==> config.mk <==
export PLATFORM = sky130hd
export DESIGN_NAME = pc_gen_flat
export DESIGN_NICKNAME = d
export VERILOG_FILES = /design/src/rtl/pc_pkg.sv /design/src/rtl/pc_gen_if.sv /design/src/rtl/ras_stack.sv /design/src/rtl/pc_gen.sv /design/src/flat_wrapper.sv
export SDC_FILE = /design/constraint.sdc
export NUM_CORES = 1
export LEC_CHECK = 0
export CORE_UTILIZATION = 42
export DETAILED_ROUTE_END_ITERATION = 16
export PLACE_DENSITY = 0.63
export SLEW_MARGIN = 15
export SYNTH_ARGS = -nofsm -noshare
export SYNTH_HDL_FRONTEND = slang
export SYNTH_SLANG_ARGS = --single-unit
==> constraint.sdc <==
create_clock -name clk -period 5.4 [get_ports clk]
set_input_delay 1.08 -clock clk [delete_from_list [all_inputs] [get_ports clk]]
set_output_delay 1.08 -clock clk [all_outputs]
set_load 0.02 [all_outputs]
==> src/rtl/pc_pkg.sv <==
// pc_pkg: shared definitions for the program-counter generator.
//   pc_src_e          - next-PC source selector, in descending priority order
//                       TRAP > MRET > RET > REDIR > SEQ (stall is a hold, not a source)
//   DEFAULT_*         - default vectors, RAS depth and instruction size
package pc_pkg;

  localparam logic [31:0] DEFAULT_RESET_VECTOR = 32'h0000_0000;
  localparam logic [31:0] DEFAULT_TRAP_VECTOR  = 32'h0000_0100;
  localparam int unsigned DEFAULT_RAS_DEPTH    = 4;
  localparam int unsigned DEFAULT_INSTR_BYTES  = 4;

  typedef enum logic [2:0] {
    SRC_SEQ,
    SRC_REDIR,
    SRC_RET,
    SRC_MRET,
    SRC_TRAP
  } pc_src_e;

endpackage

==> src/rtl/pc_gen_if.sv <==
// pc_gen_if: control and status bundle between the core's branch/control
// logic and the PC generator.
//   master : core side - drives stall/redirect/call/ret/trap/mret and targets,
//            observes pc_out, pc_plus, epc_out, RAS flags and misaligned
//   slave  : pc_gen side - the mirror image
interface pc_gen_if #(
  parameter int unsigned XLEN = 32
);
  logic            stall;
  logic            redirect;
  logic [XLEN-1:0] redirect_target;
  logic            call;
  logic            ret;
  logic [XLEN-1:0] ret_target;
  logic            trap;
  logic            mret;
  logic [XLEN-1:0] pc_out;
  logic [XLEN-1:0] pc_plus;
  logic [XLEN-1:0] epc_out;
  logic            ras_empty;
  logic            ras_full;
  logic            misaligned;

  modport master (
    output stall, redirect, redirect_target, call, ret, ret_target, trap, mret,
    input  pc_out, pc_plus, epc_out, ras_empty, ras_full, misaligned
  );

  modport slave (
    input  stall, redirect, redirect_target, call, ret, ret_target, trap, mret,
    output pc_out, pc_plus, epc_out, ras_empty, ras_full, misaligned
  );
endinterface

==> src/rtl/ras_stack.sv <==
// ras_stack: circular return-address stack.
//   clk, rst   : clock, asynchronous active-high reset (pointer/count only;
//                entry storage is never cleared)
//   push, pop  : push only writes push_data above the top; pop only drops
//                the top; both together replace the top entry in place
//   push_data  : return address to store
//   top_data   : current top entry (meaningless while empty)
//   empty/full : count == 0 / count == RAS_DEPTH
module ras_stack #(
  parameter int unsigned XLEN      = 32,
  parameter int unsigned RAS_DEPTH = 4
) (
  input  logic            clk,
  input  logic            rst,
  input  logic            push,
  input  logic            pop,
  input  logic [XLEN-1:0] push_data,
  output logic [XLEN-1:0] top_data,
  output logic            empty,
  output logic            full
);

  localparam int unsigned PTR_W = $clog2(RAS_DEPTH);
  localparam int unsigned CNT_W = PTR_W + 1;

  logic [XLEN-1:0]  mem_q [RAS_DEPTH];
  logic [PTR_W-1:0] top_q, top_d;
  logic [CNT_W-1:0] cnt_q, cnt_d;
  logic             wr_en;
  logic [PTR_W-1:0] wr_idx;

  assign empty    = (cnt_q == '0);
  assign full     = (cnt_q == CNT_W'(RAS_DEPTH));
  assign top_data = mem_q[top_q];

  // Pushing when full lets the pointer wrap onto the oldest entry, so the
  // buffer behaves as a circular stack without any explicit eviction.
  always_comb begin
    top_d  = top_q;
    cnt_d  = cnt_q;
    wr_en  = 1'b0;
    wr_idx = top_q;
    if (push && pop) begin
      wr_en  = 1'b1;
      wr_idx = top_q;
      if (empty) cnt_d = CNT_W'(1);
    end else if (push) begin
      wr_en  = 1'b1;
      wr_idx = top_q + PTR_W'(1);
      top_d  = top_q + PTR_W'(1);
      if (!full) cnt_d = cnt_q + CNT_W'(1);
    end else if (pop && !empty) begin
      top_d = top_q - PTR_W'(1);
      cnt_d = cnt_q - CNT_W'(1);
    end
  end

  always_ff @(posedge clk or posedge rst) begin
    if (rst) begin
      top_q <= '0;
      cnt_q <= '0;
    end else begin
      top_q <= top_d;
      cnt_q <= cnt_d;
    end
  end

  always_ff @(posedge clk) begin
    if (wr_en) mem_q[wr_idx] <= push_data;
  end

endmodule

==> src/rtl/pc_gen.sv <==
// pc_gen: program counter and next-PC selection for the single-cycle core.
//   clk, rst : clock, asynchronous active-high reset
//   bus      : pc_gen_if slave port
//     inputs  stall, redirect/redirect_target, call, ret/ret_target, trap, mret
//     outputs pc_out (fetch address), pc_plus (pc_out + INSTR_BYTES),
//             epc_out, ras_empty, ras_full, misaligned (one-cycle pulse)
module pc_gen
  import pc_pkg::*;
#(
  parameter int unsigned     XLEN         = 32,
  parameter logic [XLEN-1:0] RESET_VECTOR = XLEN'(DEFAULT_RESET_VECTOR),
  parameter logic [XLEN-1:0] TRAP_VECTOR  = XLEN'(DEFAULT_TRAP_VECTOR),
  parameter int unsigned     RAS_DEPTH    = DEFAULT_RAS_DEPTH,
  parameter int unsigned     INSTR_BYTES  = DEFAULT_INSTR_BYTES
) (
  input logic     clk,
  input logic     rst,
  pc_gen_if.slave bus
);

  logic [XLEN-1:0] pc_q, pc_d;
  logic [XLEN-1:0] epc_q, epc_d;
  logic            mis_q, mis_d;
  logic [XLEN-1:0] pc_plus;
  logic [XLEN-1:0] ras_top;
  logic            ras_empty, ras_full;
  logic            ras_push, ras_pop;
  logic [XLEN-1:0] ret_tgt;
  logic [XLEN-1:0] sel_tgt;
  logic            tgt_mis;
  pc_src_e         src;

  assign pc_plus = pc_q + XLEN'(INSTR_BYTES);

  ras_stack #(
    .XLEN      (XLEN),
    .RAS_DEPTH (RAS_DEPTH)
  ) u_ras (
    .clk       (clk),
    .rst       (rst),
    .push      (ras_push),
    .pop       (ras_pop),
    .push_data (pc_plus),
    .top_data  (ras_top),
    .empty     (ras_empty),
    .full      (ras_full)
  );

  always_comb begin
    src = SRC_SEQ;
    if      (bus.trap)     src = SRC_TRAP;
    else if (bus.mret)     src = SRC_MRET;
    else if (bus.ret)      src = SRC_RET;
    else if (bus.redirect) src = SRC_REDIR;

    ret_tgt = ras_empty ? bus.ret_target : ras_top;
    sel_tgt = (src == SRC_RET) ? ret_tgt : bus.redirect_target;
    tgt_mis = ((src == SRC_RET) || (src == SRC_REDIR)) &&
              ((sel_tgt % XLEN'(INSTR_BYTES)) != '0);

    pc_d     = pc_plus;
    epc_d    = epc_q;
    mis_d    = 1'b0;
    ras_push = 1'b0;
    ras_pop  = 1'b0;

    // Trap wins over stall; a misaligned target is turned into a trap and
    // suppresses the RAS update. RAS push/pop follow call/ret independently
    // of which source ends up driving the PC.
    if (src == SRC_TRAP) begin
      pc_d  = TRAP_VECTOR;
      epc_d = pc_q;
    end else if (bus.stall) begin
      pc_d = pc_q;
    end else if (tgt_mis) begin
      pc_d  = TRAP_VECTOR;
      epc_d = pc_q;
      mis_d = 1'b1;
    end else begin
      ras_push = bus.call;
      ras_pop  = bus.ret;
      unique case (src)
        SRC_MRET:  pc_d = epc_q;
        SRC_RET:   pc_d = ret_tgt;
        SRC_REDIR: pc_d = bus.redirect_target;
        default:   pc_d = pc_plus;
      endcase
    end
  end

  always_ff @(posedge clk or posedge rst) begin
    if (rst) begin
      pc_q  <= RESET_VECTOR;
      epc_q <= RESET_VECTOR;
      mis_q <= 1'b0;
    end else begin
      pc_q  <= pc_d;
      epc_q <= epc_d;
      mis_q <= mis_d;
    end
  end

  assign bus.pc_out     = pc_q;
  assign bus.pc_plus    = pc_plus;
  assign bus.epc_out    = epc_q;
  assign bus.ras_empty  = ras_empty;
  assign bus.ras_full   = ras_full;
  assign bus.misaligned = mis_q;

endmodule

==> src/flat_wrapper.sv <==
// flat-port wrapper written by rule: the top's interface ports become plain ports
module pc_gen_flat import pc_pkg::*;
#(
  parameter int unsigned     XLEN         = 32,
  parameter logic [XLEN-1:0] RESET_VECTOR = XLEN'(DEFAULT_RESET_VECTOR),
  parameter logic [XLEN-1:0] TRAP_VECTOR  = XLEN'(DEFAULT_TRAP_VECTOR),
  parameter int unsigned     RAS_DEPTH    = DEFAULT_RAS_DEPTH,
  parameter int unsigned     INSTR_BYTES  = DEFAULT_INSTR_BYTES
)
  (clk, rst, bus_stall, bus_redirect, bus_redirect_target, bus_call, bus_ret, bus_ret_target, bus_trap, bus_mret, bus_pc_out, bus_pc_plus, bus_epc_out, bus_ras_empty, bus_ras_full, bus_misaligned);
  pc_gen_if #(.XLEN(XLEN)) bus_i ();
  input logic clk;
  input logic rst;
  input wire logic [$bits(bus_i.stall)-1:0] bus_stall;
  input wire logic [$bits(bus_i.redirect)-1:0] bus_redirect;
  input wire logic [$bits(bus_i.redirect_target)-1:0] bus_redirect_target;
  input wire logic [$bits(bus_i.call)-1:0] bus_call;
  input wire logic [$bits(bus_i.ret)-1:0] bus_ret;
  input wire logic [$bits(bus_i.ret_target)-1:0] bus_ret_target;
  input wire logic [$bits(bus_i.trap)-1:0] bus_trap;
  input wire logic [$bits(bus_i.mret)-1:0] bus_mret;
  output wire logic [$bits(bus_i.pc_out)-1:0] bus_pc_out;
  output wire logic [$bits(bus_i.pc_plus)-1:0] bus_pc_plus;
  output wire logic [$bits(bus_i.epc_out)-1:0] bus_epc_out;
  output wire logic [$bits(bus_i.ras_empty)-1:0] bus_ras_empty;
  output wire logic [$bits(bus_i.ras_full)-1:0] bus_ras_full;
  output wire logic [$bits(bus_i.misaligned)-1:0] bus_misaligned;
  assign bus_i.stall = bus_stall;
  assign bus_i.redirect = bus_redirect;
  assign bus_i.redirect_target = bus_redirect_target;
  assign bus_i.call = bus_call;
  assign bus_i.ret = bus_ret;
  assign bus_i.ret_target = bus_ret_target;
  assign bus_i.trap = bus_trap;
  assign bus_i.mret = bus_mret;
  assign bus_pc_out = bus_i.pc_out;
  assign bus_pc_plus = bus_i.pc_plus;
  assign bus_epc_out = bus_i.epc_out;
  assign bus_ras_empty = bus_i.ras_empty;
  assign bus_ras_full = bus_i.ras_full;
  assign bus_misaligned = bus_i.misaligned;
  pc_gen #(.XLEN(XLEN), .RESET_VECTOR(RESET_VECTOR), .TRAP_VECTOR(TRAP_VECTOR), .RAS_DEPTH(RAS_DEPTH), .INSTR_BYTES(INSTR_BYTES)) u_core (.clk(clk), .rst(rst), .bus(bus_i));
endmodule
==> flow_summary.json, run 1 <==
{
  "status": "completed",
  "grt_antenna_before_repair": 0,
  "crit_chain": "nand3_2 -> or4_1 -> nand2b_1 -> nor3_2 -> xor2_1 -> clkdlybuf4s50_1",
  "leakagePower_nw": 4.52,
  "vias": 6915,
  "cts-htree-levels": 4,
  "final_nets": 934,
  "max_freq_mhz": 205,
  "grt_pass1_vias": 6945,
  "worstRegToRegCells": 10,
  "cp_max_fo": 11,
  "synth_edf_count": 128,
  "initial_utilization_pct": 42.9,
  "ant_nets": 0,
  "holdPathEnd": "u_core.bus.epc_out[12]",
  "min_from": "u_core.bus.epc_out[12]",
  "placed_cells": 1119,
  "synth_compound_area_share_pct": 11.5,
  "final_common_cell": "clkdlybuf4s50_1",
  "post_cts_resized": 0,
  "diodes": 0,
  "clk_pin_slew_worst_paths_ps": 70,
  "synth_top_cell_area_share_pct": 40.9,
  "crit_arrival_ps": 3810,
  "p_seq_share_pct": 43.2,
  "synth_area_um2": 9390,
  "grt_max_degree": 37,
  "yosysWarnings": 0,
  "yosysSeqAreaShare_pct": 59.6,
  "syn_area_per_cell_um2": 13.4,
  "worst_pin_slew_ps": 1240,
  "die_h_um": 152,
  "dpl_cell_area_um2": 11400,
  "synth_top_family_by_area": "multiplexers",
  "fin_area_um2": 12000,
  "synth-simple-area-share_pct": 8.60,
  "clock_skew_ps": 9.59,
  "p_sw_mw": 1.31,
  "fin_crit_sh_pct": 90.5,
  "timing.hold.ws_ps": 519,
  "grt_util_all_layers_pct": 24.9,
  "drt_iter0_drc": 505,
  "final_cell_mix": "170 x clkdlybuf4s50_1, 128 x edfxtp_1, 68 x dfrtp_1, 51 x nand2_1, 47 x o21ai_0",
  "layout-drive-gt1-share_pct": 12.7,
  "ios": 171,
  "p_total_mw": 4.33,
  "clkPwrFrac_pct": 30.7,
  "cp-start-kind": "register",
  "drc": 0,
  "port_buffers": 170,
  "crit_path_max_incr_delay_ps": 800,
  "ys_seq_elements": 198,
  "combPwrFrac_pct": 26.1,
  "die_area_um2": 23000,
  "clk_latency_ps": 440,
  "clk_path_buf_depth": 2,
  "min_period_ps": 4890,
  "holdCritPathClass": "register to register",
  "cts_tree": "built",
  "async_flop_share_pct": 35.4,
  "worst-endpoint-required_ps": 4320,
  "synthesis.nets": 777,
  "r2r-start": "u_core.u_ras.cnt_q[1]",
  "worstSetupEndpointType": "primary output",
  "ff2ff_setup_slack_ps": 1100,
  "cp_slowest_cell": "or4_1",
  "postSynthCellCount": 701,
  "rows": 54,
  "grt_overflow": 0,
  "grt_pass1_wl_mm": 41.3,
  "die_width_um": 152,
  "numCtsBuffers": 17,
  "yosys.area.top_type": "edfxtp_1",
  "rsz0062_at_grt": "no",
  "cts_hold_buf": 0,
  "yosys.area_share.adder_pct": 0.613,
  "power_density_nw_per_um2": 360,
  "drv_slew": 0,
  "setup_tns_ps": 0,
  "muxShareOfSynthArea_pct": 13.7,
  "area_growth_pct": 28.0,
  "postCtsSetupBuffers": 0,
  "cell_internal_pwr_mw": 3.02,
  "core_um2": 21900,
  "place_hpwl_mm": 18.8,
  "dr.pass1.iters": 5,
  "setup_viol": 0,
  "synth_xor_area_share_pct": 2.71,
  "cts_sinks": 198,
  "max-cap-violations": 0,
  "yosys-top-cells-area": "edfxtp_1 41%, dfrtp_1 19%, mux4_2 7.7%, mux2_1 2.6%, mux2i_1 2.6%",
  "worstHoldPathCells": 2,
  "cts-root-buf": "clkbuf_16",
  "max-slew-margin-rel_pct": 17.0,
  "final-hold-violation-count": 0,
  "routedWlPerCell_um": 24.2,
  "gp_congestion": 0.813,
  "synthFlopType": "edfxtp_1",
  "drt_wl_total_mm": 27.9,
  "worstSetupPathType": "register to primary output",
  "yosys.cell_types.count": 71,
  "swShare_pct": 30.2,
  "peakVddDrop_v": 0.000232,
  "num-fill-cells": 1847,
  "via_per_inst": 6.01,
  "r2r_end": "u_core.u_ras.mem_q[1][4]",
  "stdcell_count": 1151
}
power by group through the flow:
stage / clock network (mW) / logic [mW] / registers (mW)
after global placement: 0 / 1.11 / 1.90
after CTS: 1.35 / 1.13 / 1.87
after floorplan: 0 / 0.773 / 1.85
final: 1.33 / 1.13 / 1.87
after detailed placement: 0 / 1.13 / 1.90
after global routing: 1.40 / 1.21 / 1.89
metrics by stage:
| stage | setup WS, ps | util [%] |
|---|---|---|
| 2_1_floorplan | 265 | - |
| 3_3_place_gp | 569 | 52.1 |
| 3_5_place_dp | 475 | 52.1 |
| 4_1_cts | 502 | 54.9 |
| 5_1_grt | 255 | 54.9 |
| 6_report | 514 | 54.9 |
synthesized netlist by cell type (all sizes together), types with 18 or more instances:
master / number
edfxtp: 128
dfrtp: 70
nand2: 51
o21ai: 48
mux4: 32
clkbuf: 30
mux2: 29
nor2: 25
a21oi: 24
mux2i: 24
nand3: 24
buf: 22
inv: 18
xnor2: 18
worst max-delay path: cells and delay by family (launching register included):
kind | cells | cell delay (ps)
xor+xnor | 1 | 320
buf+inv | 1 | 720
flops | 1 | 510
simple gates | 4 | 1800
metal layers:
layer	track usage (%)	vias to the layer above	part of all wire, %
li1	-	3030	-
met1	33.1	3501	42
met2	41.3	340	48
met3	3.59	44	7.5
met4	9.65	0	2.6
met5	0	-	0
cell type report:
| cell class | instances | area (µm²) | share of cell area, % |
|---|---|---|---|
| multi-input combinational | 432 | 3510 | 29.2 |
| inverter | 19 | 71.3 | 0.594 |
| sequential | 198 | 5600 | 46.6 |
| tap | 280 | 350 | 2.92 |
| clock buffer | 17 | 425 | 3.54 |
| clock inverter | 15 | 193 | 1.60 |
| timing repair buffer | 190 | 1860 | 15.5 |
logic make-up (layout without fill, tap and decap cells):
group / after synthesis / after routing
DFF: 198 / 198
and+or+nand+nor: 159 / 159
AOI/OAI and AO/OA: 155 / 155
muxes: 85 / 85
buffers and inverters: 71 / 241
xor gates and xnor gates: 29 / 29
adders and majority gates: 4 / 4
state kept, by name, indices dropped and copies added (netlist names):
| signal | count |
|---|---|
| u_core.bus.epc_out | 32 |
| u_core.u_ras.top_q | 2 |
| u_core.u_ras.mem_q | 128 |
| u_core.bus.misaligned | 1 |
| u_core.bus.pc_out | 32 |
| u_core.u_ras.cnt_q | 3 |
worst max path at each step:
stage                               startpoint                   endpoint  slack, ps
final                     u_core.bus.pc_out[5]            bus_pc_plus[29]        510
after global placement                 bus_ret  u_core.u_ras.mem_q[2][14]        570
after detailed placement               bus_ret  u_core.u_ras.mem_q[2][14]        480
after global routing      u_core.bus.pc_out[4]            bus_pc_plus[29]        250
after CTS                 u_core.bus.pc_out[5]            bus_pc_plus[29]        500
after floorplan                       bus_trap   u_core.u_ras.mem_q[0][0]        270
No activity file was read; power rests on OpenSTA's default activity.
==> run 2: changes to the inputs <==
Settings changed: CORE_UTILIZATION 42 to 53, CTS_CLUSTER_SIZE set to 12, PLACE_DENSITY 0.63 to 0.78.
==> flow_summary.json, run 2 (same netlist as run 1, synthesis figures left out) <==
{
  "largest_reg_flops": 128,
  "multi_input_area_um2": 3510,
  "ff2ff_setup_slack_ps": 1110,
  "r2r_end": "u_core.u_ras.mem_q[1][15]",
  "crit_arrival_ps": 3870,
  "cell_internal_pwr_mw": 2.97,
  "status": "completed",
  "grt_antenna_before_repair": 0,
  "timing.hold.ws_ps": 511,
  "seq_area_um2": 5600,
  "vias": 7097,
  "core_um2": 17300,
  "worst-endpoint-required_ps": 4320,
  "gp_congestion": 0.867,
  "grt.met3_usage_pct": 5.93,
  "numCtsBuffers": 17,
  "worst_pin_slew_ps": 1130,
  "worstHoldPathCells": 2,
  "final-hold-violation-count": 0,
  "grt_overflow": 0,
  "min_from": "u_core.bus.epc_out[8]",
  "p_sw_mw": 1.26,
  "clock_skew_ps": 5.76,
  "drt_wl_total_mm": 27.0,
  "p_total_mw": 4.23,
  "rsz0062_at_grt": "no",
  "max_freq_mhz": 202,
  "cp_max_fo": 11,
  "postCtsSetupBuffers": 0,
  "leakagePower_nw": 4.49,
  "layout-drive-gt1-share_pct": 11.7,
  "area_growth_pct": 26.6,
  "swShare_pct": 29.8,
  "routedWlPerCell_um": 24.7,
  "ant_nets": 0,
  "final_cell_mix": "170 x clkdlybuf4s50_1, 128 x edfxtp_1, 69 x dfrtp_1, 51 x nand2_1, 47 x o21ai_0",
  "holdCritPathClass": "register to register",
  "initial_utilization_pct": 54.3,
  "use_met2_pct": 49.9,
  "drc": 0,
  "cts_sinks": 198,
  "dr.pass1.iters": 6,
  "grt.busiest_layer": "met2",
  "via_per_inst": 6.48,
  "worstSetupEndpointType": "primary output",
  "fin_crit_sh_pct": 91.6,
  "final_common_cell": "clkdlybuf4s50_1",
  "worstRegToRegCells": 10,
  "min_period_ps": 4950,
  "max-cap-violations": 0,
  "post_cts_resized": 0,
  "worstSetupPathType": "register to primary output",
  "port_buffers": 170,
  "combPwrFrac_pct": 27.7,
  "ios": 171,
  "diodes": 0,
  "drt_iter0_drc": 888,
  "power_density_nw_per_um2": 356,
  "grt_util_all_layers_pct": 30.4,
  "rows": 48,
  "die_h_um": 135,
  "place_hpwl_mm": 18.0,
  "cts_tree": "built",
  "grtUsageMet1_pct": 40.0,
  "cts_hold_buf": 0,
  "clk_path_buf_depth": 2,
  "max-slew-margin-rel_pct": 24.7,
  "die_area_um2": 18300,
  "clk_latency_ps": 430,
  "grt_max_degree": 40,
  "cts-htree-levels": 4,
  "clkPwrFrac_pct": 28.9,
  "clk_pin_slew_worst_paths_ps": 70,
  "p_seq_share_pct": 43.4,
  "cp-start-kind": "register",
  "setup_tns_ps": 0,
  "peakVddDrop_v": 0.000254,
  "grt_pass1_vias": 7223,
  "final_nets": 934,
  "drv_slew": 0,
  "grt_pass1_wl_mm": 40.9,
  "r2r-start": "u_core.u_ras.cnt_q[1]",
  "setup_viol": 0,
  "largest-register": "u_core.u_ras.mem_q",
  "holdPathEnd": "u_core.bus.epc_out[8]",
  "num-fill-cells": 1179,
  "die_width_um": 135,
  "cts-root-buf": "clkbuf_16"
}
run 2: cell count changes in the layout (fill, tap and decap cells not counted), sizes merged:
cell      before  now
clkbuf        17   25
inv           24   19
bufinv         3    1
clkinvlp       1    0
run 2: power groups by stage:
| stage | Combinational (mW) | Sequential (mW) | Clock [mW] |
|---|---|---|---|
| floorplan | 0.773 | 1.85 | 0 |
| global placement | 1.13 | 1.86 | 0 |
| detailed placement | 1.16 | 1.86 | 0 |
| CTS | 1.17 | 1.83 | 1.23 |
| global route | 1.24 | 1.85 | 1.28 |
| finish | 1.17 | 1.84 | 1.22 |
run 2: layout make-up:
| cell class | instances | share of cell area, % |
|---|---|---|
| Clock buffer | 25 | 4.17 |
| Clock inverter | 7 | 0.589 |
| Inverter | 19 | 0.600 |
| Multi-Input combinational cell | 432 | 29.5 |
| Sequential cell | 198 | 47.1 |
| Tap cell | 225 | 2.37 |
| Timing Repair Buffer | 190 | 15.7 |
run 2: worst max path at each step:
stage / from / end
3_3_place_gp: bus_ret / u_core.u_ras.mem_q[0][21]
3_5_place_dp: bus_ret / u_core.u_ras.mem_q[0][19]
6_report: u_core.bus.pc_out[10] / bus_pc_plus[29]
5_1_grt: u_core.bus.pc_out[4] / bus_pc_plus[29]
2_1_floorplan: bus_trap / u_core.u_ras.mem_q[0][0]
4_1_cts: u_core.bus.pc_out[4] / bus_pc_plus[29]
run 2: through the flow:
stage	worst slack (ps)	utilization (%)	instance area [µm²]	std cells
final	454	68.7	11900	1096
after CTS	512	68.7	11900	1096
after global placement	561	65.5	11300	1064
after detailed placement	427	65.5	11300	1064
after floorplan	265	-	9390	701
after global routing	297	68.7	11900	1096
run 2: routing by layer:
layer,wire (µm),vias up
met3,2710,65
met1,10400,3494
li1,-,3028
met5,0,-
met2,13100,510
met4,794,0
run 2: worst max-delay path, stage by stage, from the launching register on:
cell,delay (ps)
dfrtp_1,540
nand4_1,200
or4_1,810
nand2b_1,480
nor3_2,330
xor2_1,350
clkdlybuf4s50_1,720
